**src/rtl/clk_div_pkg.sv**
```systemverilog
// Shared defaults and the half-period helper for the clock-enable divider bank.
// Combinational only; no state, no handshakes.
package clk_div_pkg;

  localparam int DEF_N_CH  = 4;
  localparam int DEF_DIV_W = 8;
  // Widest divide field the helper supports; narrower fields are zero-extended into it.
  localparam int MAX_DIV_W = 32;

  // High-phase length ceil(P/2) for P = div+1, kept one bit wider so div = all-ones cannot overflow.
  function automatic logic [MAX_DIV_W:0] half(input logic [MAX_DIV_W-1:0] div);
    logic [MAX_DIV_W:0] sum;
    sum = {1'b0, div} + (MAX_DIV_W+1)'(2);
    return sum >> 1;
  endfunction

endpackage

```
**src/rtl/clk_div_bank_if.sv**
```systemverilog
// Config and output bundle for clk_div_bank; master drives config, slave produces the waves.
// Pure wiring; config is a one-cycle strobe with no backpressure.
interface clk_div_bank_if
  import clk_div_pkg::*;
#(
  parameter int N_CH  = DEF_N_CH,
  parameter int DIV_W = DEF_DIV_W,
  parameter int CH_W  = (N_CH > 1) ? $clog2(N_CH) : 1
);

  logic             cfg_we;
  logic [CH_W-1:0]  cfg_ch;
  logic [DIV_W-1:0] cfg_div;
  logic             cfg_en;
  logic             sync;
  logic [N_CH-1:0]  clk_out;
  logic [N_CH-1:0]  tick;

  modport master (
    output cfg_we, cfg_ch, cfg_div, cfg_en, sync,
    input  clk_out, tick
  );

  modport slave (
    input  cfg_we, cfg_ch, cfg_div, cfg_en, sync,
    output clk_out, tick
  );

endinterface

```
**src/rtl/clk_div_chan.sv**
```systemverilog
// One divider channel: pending/active ratio, period counter, registered wave and tick.
// Outputs registered (1 cycle after load); new ratios apply only at period end or sync, no stalls.
module clk_div_chan
  import clk_div_pkg::*;
#(
  parameter int DIV_W = DEF_DIV_W
) (
  input  logic             clk,
  input  logic             rst_n,
  input  logic             wr_i,
  input  logic [DIV_W-1:0] div_i,
  input  logic             en_i,
  input  logic             sync_i,
  output logic             clk_out_o,
  output logic             tick_o
);

  localparam int HALF_W = MAX_DIV_W + 1;

  logic [DIV_W-1:0]  div_p_q, div_p_d;
  logic              en_p_q, en_p_d;
  logic [DIV_W-1:0]  div_a_q, div_a_d;
  logic              en_a_q, en_a_d;
  logic [DIV_W-1:0]  cnt_q, cnt_d;
  logic              clk_out_q, clk_out_d;
  logic              tick_q, tick_d;

  logic              running;
  logic              load;
  logic              next_running;
  logic [HALF_W-1:0] cnt_inc;
  logic [HALF_W-1:0] half_len;

  always_comb begin
    running      = en_a_q && (div_a_q != '0);
    // An idle channel reloads every edge so a fresh write starts on the next cycle.
    load         = sync_i || !running || (cnt_q == div_a_q);
    next_running = en_p_q && (div_p_q != '0);
    cnt_inc      = HALF_W'(cnt_q) + HALF_W'(1);
    half_len     = half(MAX_DIV_W'(div_a_q));

    div_p_d   = div_p_q;
    en_p_d    = en_p_q;
    div_a_d   = div_a_q;
    en_a_d    = en_a_q;
    cnt_d     = cnt_q;
    clk_out_d = clk_out_q;
    tick_d    = tick_q;

    if (wr_i) begin
      div_p_d = div_i;
      en_p_d  = en_i;
    end

    if (load) begin
      div_a_d   = div_p_q;
      en_a_d    = en_p_q;
      cnt_d     = '0;
      clk_out_d = next_running;
      tick_d    = next_running;
    end else begin
      cnt_d     = cnt_q + DIV_W'(1);
      tick_d    = 1'b0;
      clk_out_d = (cnt_inc < half_len);
    end
  end

  always_ff @(posedge clk or negedge rst_n) begin
    if (!rst_n) begin
      div_p_q   <= '0;
      en_p_q    <= 1'b0;
      div_a_q   <= '0;
      en_a_q    <= 1'b0;
      cnt_q     <= '0;
      clk_out_q <= 1'b0;
      tick_q    <= 1'b0;
    end else begin
      div_p_q   <= div_p_d;
      en_p_q    <= en_p_d;
      div_a_q   <= div_a_d;
      en_a_q    <= en_a_d;
      cnt_q     <= cnt_d;
      clk_out_q <= clk_out_d;
      tick_q    <= tick_d;
    end
  end

  assign clk_out_o = clk_out_q;
  assign tick_o    = tick_q;

endmodule

```
**src/rtl/clk_div_bank.sv**
```systemverilog
// N_CH-channel programmable clock-enable bank: decodes config writes, fans out sync.
// Write-to-output latency 2 edges on an idle channel; config is never stalled, bad channel ids drop.
module clk_div_bank
  import clk_div_pkg::*;
#(
  parameter int N_CH  = DEF_N_CH,
  parameter int DIV_W = DEF_DIV_W
) (
  input logic             clk,
  input logic             rst_n,
  clk_div_bank_if.slave   bus
);

  localparam int CH_W = (N_CH > 1) ? $clog2(N_CH) : 1;

  logic [N_CH-1:0] clk_out_w;
  logic [N_CH-1:0] tick_w;

  for (genvar i = 0; i < N_CH; i++) begin : g_ch
    logic wr;
    // Ids at or above N_CH match no channel, so those writes vanish.
    assign wr = bus.cfg_we && (bus.cfg_ch == CH_W'(i));

    clk_div_chan #(.DIV_W(DIV_W)) u_chan (
      .clk       (clk),
      .rst_n     (rst_n),
      .wr_i      (wr),
      .div_i     (bus.cfg_div),
      .en_i      (bus.cfg_en),
      .sync_i    (bus.sync),
      .clk_out_o (clk_out_w[i]),
      .tick_o    (tick_w[i])
    );
  end

  assign bus.clk_out = clk_out_w;
  assign bus.tick    = tick_w;

endmodule

```
**src/flat_wrapper.sv**
```systemverilog
// flat-port wrapper written by rule: the top's interface ports become plain ports
module clk_div_bank_flat import clk_div_pkg::*;
#(
  parameter int N_CH  = DEF_N_CH,
  parameter int DIV_W = DEF_DIV_W
)
  (clk, rst_n, bus_cfg_we, bus_cfg_ch, bus_cfg_div, bus_cfg_en, bus_sync, bus_clk_out, bus_tick);
  clk_div_bank_if #(.N_CH(N_CH), .DIV_W(DIV_W), .CH_W((2))) bus_i ();
  input logic clk;
  input logic rst_n;
  input wire logic [$bits(bus_i.cfg_we)-1:0] bus_cfg_we;
  input wire logic [$bits(bus_i.cfg_ch)-1:0] bus_cfg_ch;
  input wire logic [$bits(bus_i.cfg_div)-1:0] bus_cfg_div;
  input wire logic [$bits(bus_i.cfg_en)-1:0] bus_cfg_en;
  input wire logic [$bits(bus_i.sync)-1:0] bus_sync;
  output wire logic [$bits(bus_i.clk_out)-1:0] bus_clk_out;
  output wire logic [$bits(bus_i.tick)-1:0] bus_tick;
  assign bus_i.cfg_we = bus_cfg_we;
  assign bus_i.cfg_ch = bus_cfg_ch;
  assign bus_i.cfg_div = bus_cfg_div;
  assign bus_i.cfg_en = bus_cfg_en;
  assign bus_i.sync = bus_sync;
  assign bus_clk_out = bus_i.clk_out;
  assign bus_tick = bus_i.tick;
  clk_div_bank #(.N_CH(N_CH), .DIV_W(DIV_W)) u_core (.clk(clk), .rst_n(rst_n), .bus(bus_i));
endmodule
```
**config.mk**
```make
export PLATFORM = sky130hd
export DESIGN_NAME = clk_div_bank_flat
export DESIGN_NICKNAME = d
export VERILOG_FILES = /design/src/rtl/clk_div_pkg.sv /design/src/rtl/clk_div_bank_if.sv /design/src/rtl/clk_div_chan.sv /design/src/rtl/clk_div_bank.sv /design/src/flat_wrapper.sv
export SDC_FILE = /design/constraint.sdc
export NUM_CORES = 1
export LEC_CHECK = 0
export ABC_CLOCK_PERIOD_IN_PS = 1950
export CAP_MARGIN = 20
export CORE_ASPECT_RATIO = 1.25
export CORE_MARGIN = 2
export CORE_UTILIZATION = 55
export CTS_CLUSTER_SIZE = 25
export DETAILED_ROUTE_END_ITERATION = 10
export PLACE_DENSITY = 0.84
export SYNTH_ARGS = -nofsm -noshare
export SYNTH_HDL_FRONTEND = slang
export SYNTH_SLANG_ARGS = --single-unit
```
**constraint.sdc**
```tcl
create_clock -name clk -period 1.95 [get_ports clk]
set_input_delay 0.2925 -clock clk [delete_from_list [all_inputs] [get_ports clk]]
set_output_delay 0.2925 -clock clk [all_outputs]
set_load 0.02 [all_outputs]
```
==> flow_summary.ini, run 1 <==
[finish]
final_core_util = 0.670
syn_to_final_growth_pct = 18.0
drive_gt1_frac = 0.301
diodes = 0
fin_nets = 631

[detailed_routing]
drt_wl_total_um = 12500
dr.pass1.iters = 4
dr_total_vias = 4130
via_per_inst = 5.76
drt_iter0_drc = 154
post_drt_wl_per_cell_um = 17.5
drc = 0
postRouteAntennaNets = 0

[critical_path]
cp-end-kind = register
crit_type = register to register
crit_top_cell = and3_1
crit-reg2reg-capture = u_core.g_ch[3].u_chan.clk_out_o
worstReg2RegStart = u_core.g_ch[3].u_chan.cnt_q[4]
path_buf_inv = 0
r2r_setup_slack_ps = -4
critical-path-top-delay-family = compound AO/OA/AOI/OAI gates
cp_cell_sequence = and3_1 > and3_1 > xor2_2 > ha_1 > o21a_1 > o21ai_1 > a31oi_1 > o41ai_2
crit_fanout = 2
crit_path_start_kind = register
cp.required_ps = 2190
critPathMaxStageDelay_ps = 380
cp.arrival_ps = 2190
cp_slowest_cell = dfrtp_1
ff2ff_path_depth = 8

[sta]
setup_violations = 1
worst_pin_slew_ps = 471
post-route-min-period_ps = 1950
fin_worst_skew_ps = 6.83
fmax_mhz = 512
relSlewSlack = 0.685
tns_ps = -3.67
rsz0062_at_grt = true
hold_violations = 0
period_share = 1.00
hold_ws_ps = 413
setup_ws_ps = -3.67
slew_violations = 0

[flow_run]
cap_violations = 0

[floorplanning]
start_util = 0.568
rows = 42
dieHeight_um = 121
core_mm2 = 0.0107
dieWidth_um = 97.9
pin_count = 23
dieArea_mm2 = 0.0119

[yosys]
synth_simple_gate_area_frac = 0.143
yosys.area.top_type = dfrtp_1
yosys_warnings = 0
syn_avg_cell_area_um2 = 11.7
synth_top_area_share = 0.463
synth_area_leaders = dfrtp_1 (46%), mux2_2 (12%), xnor2_1 (7.5%)
synth_top_family_by_area = simple AND/OR/NAND/NOR gates
synthAdderAreaFrac = 0.0743
ys_async_sr_fraction = 1.00
muxShareOfSynthArea = 0.123
syn_nets = 567
post-synth-top-count-cell = dfrtp_1
synth_compound_area_frac = 0.0498
synth_common_cells = dfrtp_1 (112), mux2_2 (66), xnor2_1 (52), ha_1 (36), nand3_1 (34)
syn-cell-area_mm2 = 0.00606
ys_seq_area_frac = 0.463
syn_inst = 516
synth-seq-cells = 112
synth_enable_flop_cells = 0
synth.distinct_cells = 37
ys_dominant_reg_cell = dfrtp_1
synth_xor_area_frac = 0.112

[clock_tree]
clock-sinks = 112
path_clk_slew_ps = 70
cts.htree.levels = 3
cts_buffer_depth = 2
cts_root_buffer = clkbuf_16
cts_tree = done
numCtsBuffers = 9
insertion_delay_ps = 340

[power]
leakage_nw = 3.09
power_density_mw_per_mm2 = 1020
vdd_drop_max_mv = 0.742

[placement]
place_congestion = 0.930
dpl.hpwl_um = 9030
io_buffers = 22

[status]
violations = setup timing
status = finished with violations

[grt]
antenna_found_initial = 0
overflow = 0
grt_use_total = 0.222
grt_max_degree = 39
grt_pass1_wl_um = 21000
grt_pass1_vias = 4398

[min_path]
hold_class = input pin to async pin
[per-layer routing]
layer,part of all wire,GRT usage,up-vias
met2,0.53,0.392,79
met3,0.027,0.0282,25
li1,-,-,1940
met1,0.43,0.279,2086
met4,0.022,0.0825,0
met5,0,0,-
[timing repair]
action / in CTS / in global routing
resized for setup: 6 / 35
endpoints found under the setup margin: 3 / 4
pin swaps: 0 / 11
buffers inserted: 0 / 5
hold buffers: 1 / 0
endpoints found under the hold margin: 26 / 0
[cells in the final DEF (no fill, tap or decap), types with 4 or more instances in the layout]
| master | n |
|---|---|
| clkbuf_16 | 9 |
| o21ai_1 | 5 |
| and3_1 | 8 |
| nor2b_1 | 28 |
| nand3_1 | 32 |
| a21oi_1 | 7 |
| buf_4 | 49 |
| xnor2_1 | 48 |
| xor2_2 | 5 |
| nand2b_1 | 8 |
| xor2_1 | 17 |
| o21a_1 | 4 |
| xnor2_2 | 5 |
| and3_4 | 5 |
| nand3_2 | 4 |
| o21ai_4 | 4 |
| nand2_1 | 19 |
| nor2_1 | 13 |
| ha_1 | 30 |
| inv_1 | 13 |
| clkdlybuf4s50_1 | 21 |
| nor4_1 | 16 |
| nand4_1 | 10 |
| a211oi_2 | 4 |
| dfrtp_1 | 109 |
| mux2_2 | 66 |
[layout make-up]
cell class | count | area (um^2)
Multi-Input combinational cell | 372 | 3240
Tap cell | 132 | 165
Clock buffer | 14 | 264
Sequential cell | 112 | 2810
Timing Repair Buffer | 72 | 608
Clock inverter | 2 | 13.8
Inverter | 13 | 48.8
Fill cell | 752 | 3520
[cell families after synthesis]
group / Yosys count
xor+xnor: 76
compound gates: 40
fa+ha+maj: 36
simple gates: 154
mux: 66
buf+inv: 32
flops: 112
[through the flow]
stage | worst slack, ps | instance area (um^2) | power [mW] | std cells
floorplan | 36.8 | 6060 | 4.77 | 516
global placement | 72.7 | 6620 | 5.33 | 695
detailed placement | -69.5 | 6620 | 5.47 | 695
CTS | -74.4 | 6930 | 7.24 | 712
global route | -91.2 | 7150 | 7.77 | 717
finish | -3.67 | 7150 | 7.32 | 717
[how the worst max path moves through the flow]
stage	start	end	slack, ps	depth (start not counted)
detailed placement	u_core.g_ch[3].u_chan.cnt_q[4]	u_core.g_ch[3].u_chan.clk_out_o	-70	8
finish	u_core.g_ch[3].u_chan.cnt_q[4]	u_core.g_ch[3].u_chan.clk_out_o	-4	8
floorplan	u_core.g_ch[0].u_chan.cnt_q[0]	u_core.g_ch[0].u_chan.clk_out_o	40	8
global route	u_core.g_ch[3].u_chan.cnt_q[2]	u_core.g_ch[3].u_chan.clk_out_o	-90	8
global placement	bus_sync	u_core.g_ch[0].u_chan.clk_out_o	70	5
CTS	u_core.g_ch[0].u_chan.cnt_q[0]	u_core.g_ch[0].u_chan.clk_out_o	-70	9
[power by group]
| group | total (mW) | leakage (nW) | internal (mW) | switching, mW |
|---|---|---|---|---|
| clock | 1.75 | 0.137 | 0.940 | 0.808 |
| sequential | 3.14 | 1.39 | 2.76 | 0.380 |
| combinational | 2.43 | 1.56 | 1.25 | 1.18 |
[registers in the layout, summed over array words and instances (netlist names)]
signal                        flops
u_core.g_ch.u_chan.clk_out_o      4
u_core.g_ch.u_chan.cnt_q         32
u_core.g_ch.u_chan.div_a_q       32
u_core.g_ch.u_chan.div_p_q       32
u_core.g_ch.u_chan.en_a_q         4
u_core.g_ch.u_chan.en_p_q         4
u_core.g_ch.u_chan.tick_o         4
No activity file was read; power rests on OpenSTA's default activity.
==> run 2, diff against run 1 <==
CORE_MARGIN = 3   (was 2)
CORE_UTILIZATION = 30   (was 55)
PLACE_DENSITY = 0.55   (was 0.84)
==> run 2 against run 1 <==
The flow still finishes with violations (setup timing). Register-to-register slack about the same. Via count down 1.1%. Fmax decreased by 0.62%. Sequential share of layout area decreased by 1.6 points. Non-clock buffer count rose by 14. Count of clock-buffer cells in the layout shrank 3. Total power is 2.7% higher. Critical endpoint is now u_core.g_ch[1].u_chan.clk_out_o. Largest cell class unchanged. Largest power group unchanged.
==> flow_summary.ini, run 2 (synthesized netlist as in run 1, its figures left out) <==
[critical_path]
crit_type = register to register
cp.required_ps = 2210
worstReg2RegStart = u_core.g_ch[1].u_chan.cnt_q[2]
crit_fanout = 3
r2r_setup_slack_ps = -20
crit_path_start_kind = register
cp-end-kind = register
cp.arrival_ps = 2230
ff2ff_path_depth = 8
crit-reg2reg-capture = u_core.g_ch[1].u_chan.clk_out_o

[grt]
grt_max_degree = 58
grt_use_total = 0.123
overflow = 0
grt_pass1_wl_um = 21800
antenna_found_initial = 0
grt_pass1_vias = 4373

[power]
swShare = 0.320
p_comb_frac = 0.324
pwr-share-seq = 0.417
p_int_mw = 5.11
p_sw_mw = 2.40
leakage_nw = 3.18
vdd_drop_max_mv = 0.618
power_density_mw_per_mm2 = 1010
p_clk_frac = 0.260
finalPower_mw = 7.51

[floorplanning]
core_mm2 = 0.0196
dieWidth_um = 133
pin_count = 23
dieHeight_um = 165
rows = 57
dieArea_mm2 = 0.0219
start_util = 0.309

[sta]
post-route-min-period_ps = 1970
hold_ws_ps = 488
period_share = 1.01
hold_violations = 0
setup_ws_ps = -15.9
worst_pin_slew_ps = 456
fmax_mhz = 509
setup_violations = 1
relSlewSlack = 0.695
slew_violations = 0
rsz0062_at_grt = true
fin_worst_skew_ps = 7.37
tns_ps = -15.9

[status]
violations = setup timing
status = finished with violations

[detailed_routing]
drc = 0
drt_wl_total_um = 12500
drt_iter0_drc = 158
dr_total_vias = 4086
postRouteAntennaNets = 0
post_drt_wl_per_cell_um = 14.5
dr.pass1.iters = 4
via_per_inst = 4.73

[clock_tree]
insertion_delay_ps = 370
numCtsBuffers = 9
clock-sinks = 112
cts.htree.levels = 3
cts_buffer_depth = 2
path_clk_slew_ps = 70
cts_tree = done
cts_root_buffer = clkbuf_16

[finish]
syn_to_final_growth_pct = 23.3
finalInstanceArea_mm2 = 0.00747
diodes = 0
fin_nets = 645
final_common_cell = dfrtp_1
drive_gt1_frac = 0.327
reg.largest.list = u_core.g_ch.u_chan.cnt_q x32, u_core.g_ch.u_chan.div_a_q x32, u_core.g_ch.u_chan.div_p_q x32
layout_common_cells = dfrtp_1 (107), mux2_2 (66), buf_4 (59)
n_fill_cell = 1882

[flow_run]
cap_violations = 0

[placement]
place_congestion = 0.856
io_buffers = 22
place_area_mm2 = 0.00685
dpl.hpwl_um = 9230

[min_path]
hold_class = input pin to async pin
[run 2: worst max path at each step]
| stage | slack (ps) | depth (start not counted) | endpoint | from |
|---|---|---|---|---|
| after detailed placement | -100 | 8 | u_core.g_ch[0].u_chan.clk_out_o | u_core.g_ch[0].u_chan.cnt_q[0] |
| after global routing | -120 | 8 | u_core.g_ch[0].u_chan.clk_out_o | u_core.g_ch[0].u_chan.cnt_q[0] |
| after floorplan | 40 | 8 | u_core.g_ch[0].u_chan.clk_out_o | u_core.g_ch[0].u_chan.cnt_q[0] |
| final | -20 | 8 | u_core.g_ch[1].u_chan.clk_out_o | u_core.g_ch[1].u_chan.cnt_q[2] |
| after global placement | -30 | 5 | u_core.g_ch[0].u_chan.clk_out_o | bus_sync |
| after CTS | -100 | 8 | u_core.g_ch[0].u_chan.clk_out_o | u_core.g_ch[0].u_chan.cnt_q[0] |
[run 2: through the flow]
| step | setup WS [ps] | utilization | instances |
|---|---|---|---|
| floorplan | 36.8 | - | 516 |
| detailed placement | -105 | 0.349 | 835 |
| finish | -15.9 | 0.381 | 864 |
| CTS | -105 | 0.373 | 859 |
| global placement | -26.0 | 0.349 | 835 |
| global route | -120 | 0.381 | 864 |
[run 2: area by class of cell]
class | instances | area, um^2 | area share
repair buffers | 86 | 754 | 0.101
flip-flops and latches | 112 | 2810 | 0.376
inverters | 13 | 48.8 | 0.00653
multi-input cells | 372 | 3220 | 0.431
clock inverters | 5 | 63.8 | 0.00854
clock buffers | 11 | 243 | 0.0325
well taps | 265 | 332 | 0.0444
[run 2: what timing repair did]
item,CTS,global route
hold endpoints to repair,112,0
buffers inserted,7,5
hold buffers,1,0
gates resized for setup,24,22
pin swaps,19,10
setup endpoints to repair,3,17
[run 2: per-layer routing]
| metal | track usage | part of all wire | up-vias |
|---|---|---|---|
| met1 | 0.148 | 0.43 | 2058 |
| met2 | 0.220 | 0.52 | 38 |
| li1 | - | - | 1976 |
| met5 | 0 | 0 | - |
| met3 | 0.0165 | 0.022 | 14 |
| met4 | 0.0557 | 0.021 | 0 |
[run 2: critical path, cell delays in order, from the launching register on]
cell	delay [ps]
dfrtp_1	360
and3_4	190
and2_4	160
nand2_4	50
xnor2_2	140
ha_1	330
a211oi_2	260
a31oi_1	140
o31ai_1	240
[run 2: power by group through the flow]
| stage | sequential [mW] | clock (mW) | combinational, mW |
|---|---|---|---|
| detailed placement | 3.18 | 0 | 2.35 |
| finish | 3.13 | 1.95 | 2.43 |
| floorplan | 3.14 | 0 | 1.63 |
| CTS | 3.14 | 2.01 | 2.41 |
| global route | 3.20 | 2.10 | 2.73 |
| global placement | 3.17 | 0 | 2.29 |
==> run 3, diff against run 2 <==
CORE_MARGIN = not set   (was 3)
==> run 3 against run 2 <==
Sequential power hardly changed. Global-route usage rose by 0.91 points. Highest routed layer unchanged. Sequential cell count stayed put. Final cell count increased by 0.23%. Routed wire length grew 1.7%. Fmax is 3.5% higher. Total power grew 1.5%. Die area fell by 5.4%. The run ends with hold timing left. Critical endpoint is now u_core.g_ch[0].u_chan.clk_out_o.
==> flow_summary.ini, run 3 (synthesized netlist as in run 1, its figures left out) <==
[status]
status = finished with violations
violations = hold timing

[grt]
grt_pass1_wl_um = 21400
overflow = 0
antenna_found_initial = 0
grt_max_degree = 113
grt_use_total = 0.132
grt_pass1_vias = 4339

[detailed_routing]
drt_iter0_drc = 143
postRouteAntennaNets = 0
drt_wl_total_um = 12700
post_drt_wl_per_cell_um = 14.7
dr_total_vias = 4034
drc = 0
dr.pass1.iters = 4
via_per_inst = 4.66

[floorplanning]
dieHeight_um = 161
dieArea_mm2 = 0.0208
dieWidth_um = 129
rows = 57
start_util = 0.309
pin_count = 23
core_mm2 = 0.0196

[sta]
setup_violations = 0
rsz0062_at_grt = true
hold_ws_ps = -32.0
fmax_mhz = 527
slew_violations = 0
hold_violations = 6
fin_worst_skew_ps = 4.64
setup_ws_ps = 50.7
period_share = 0.974
worst_pin_slew_ps = 625
post-route-min-period_ps = 1900
relSlewSlack = 0.584

[critical_path]
ff2ff_path_depth = 8
cp_slowest_cell = dfrtp_1
critical-path-top-delay-family = compound AO/OA/AOI/OAI gates
path_buf_inv = 0
cp.arrival_ps = 2160
crit_fanout = 2
r2r_setup_slack_ps = 50
cp-end-kind = register
cp_cell_sequence = and3_1 > and2_1 > nand2_1 > xor2_2 > ha_4 > a211oi_2 > a31oi_1 > o41ai_2
crit_type = register to register
worstReg2RegStart = u_core.g_ch[0].u_chan.div_a_q[5]
crit_path_start_kind = register
cp.required_ps = 2210
crit-reg2reg-capture = u_core.g_ch[0].u_chan.clk_out_o
cp.depth = 8
critPathMaxStageDelay_ps = 380

[placement]
dpl.hpwl_um = 9080
place_congestion = 0.793
io_buffers = 22
dp_slack_ps = -102
numPlacedInstances = 838

[finish]
diodes = 0
fin_cells = 866
syn_to_final_growth_pct = 24.6
n_fill_cell = 1914
layout_common_cells = dfrtp_1 (109), mux2_2 (66), buf_4 (62)
reg.largest.list = u_core.g_ch.u_chan.cnt_q x32, u_core.g_ch.u_chan.div_a_q x32, u_core.g_ch.u_chan.div_p_q x32
drive_gt1_frac = 0.343
fin_nets = 647
final_common_cell = dfrtp_1

[clock_tree]
insertion_delay_ps = 360
cts_buffer_depth = 2
cts_tree = done
holdBufCountCts = 0
numCtsBuffers = 9
cts_root_buffer = clkbuf_16
path_clk_slew_ps = 80
clock-sinks = 112
cts.htree.levels = 3

[flow_run]
cap_violations = 0

[power]
power_density_mw_per_mm2 = 1010
leakage_nw = 3.18
vdd_drop_max_mv = 0.434

[min_path]
hold_class = input pin to async pin
[run 3: worst max path at each step]
stage,start,to,slack (ps)
3_3_place_gp,bus_sync,u_core.g_ch[0].u_chan.clk_out_o,-30
2_1_floorplan,u_core.g_ch[0].u_chan.cnt_q[0],u_core.g_ch[0].u_chan.clk_out_o,40
3_5_place_dp,u_core.g_ch[0].u_chan.cnt_q[0],u_core.g_ch[0].u_chan.clk_out_o,-100
6_report,u_core.g_ch[0].u_chan.div_a_q[5],u_core.g_ch[0].u_chan.clk_out_o,50
5_1_grt,u_core.g_ch[0].u_chan.div_a_q[5],u_core.g_ch[0].u_chan.clk_out_o,-60
4_1_cts,u_core.g_ch[0].u_chan.cnt_q[0],u_core.g_ch[0].u_chan.clk_out_o,-130
[run 3: timing repair]
action                     CTS  global route
pin swaps                   19             9
setup buffers                4             7
gates cloned                 0             1
setup endpoints to repair    3            12
resized for setup           24            31
[run 3: cell type report]
| cell class | count | area [um^2] | share of cell area |
|---|---|---|---|
| repair buffers | 87 | 738 | 0.0978 |
| clock buffers | 9 | 225 | 0.0298 |
| multi-input cells | 373 | 3310 | 0.439 |
| clock inverters | 7 | 83.8 | 0.0111 |
| well taps | 265 | 332 | 0.0439 |
| flip-flops and latches | 112 | 2810 | 0.372 |
| inverters | 13 | 48.8 | 0.00647 |
[run 3: stage by stage]
stage / utilization / total power, mW / hold WS (ps) / TNS (ps) / instance area (um^2)
2_1_floorplan: - / 4.77 / -3.09 / 0 / 6060
3_3_place_gp: 0.350 / 5.50 / 418 / -28.6 / 6860
3_5_place_dp: 0.350 / 5.56 / 424 / -180 / 6860
4_1_cts: 0.372 / 7.61 / 32.5 / -191 / 7300
5_1_grt: 0.385 / 8.13 / 23.5 / -66.4 / 7550
6_report: 0.385 / 7.62 / -32.0 / 0 / 7550
[run 3: where the power goes]
group	leakage (nW)	switching (mW)	internal (mW)
clock	0.149	0.942	1.03
combinational	1.64	1.20	1.35
sequential	1.38	0.347	2.76
total	3.18	2.49	5.13
[run 3: layer usage]
layer,vias to the layer above,global-route usage,routed length [um]
met4,0,0.0674,279
met2,34,0.226,6500
met1,2012,0.160,5770
met3,16,0.0190,190
met5,-,0,0
li1,1972,-,-
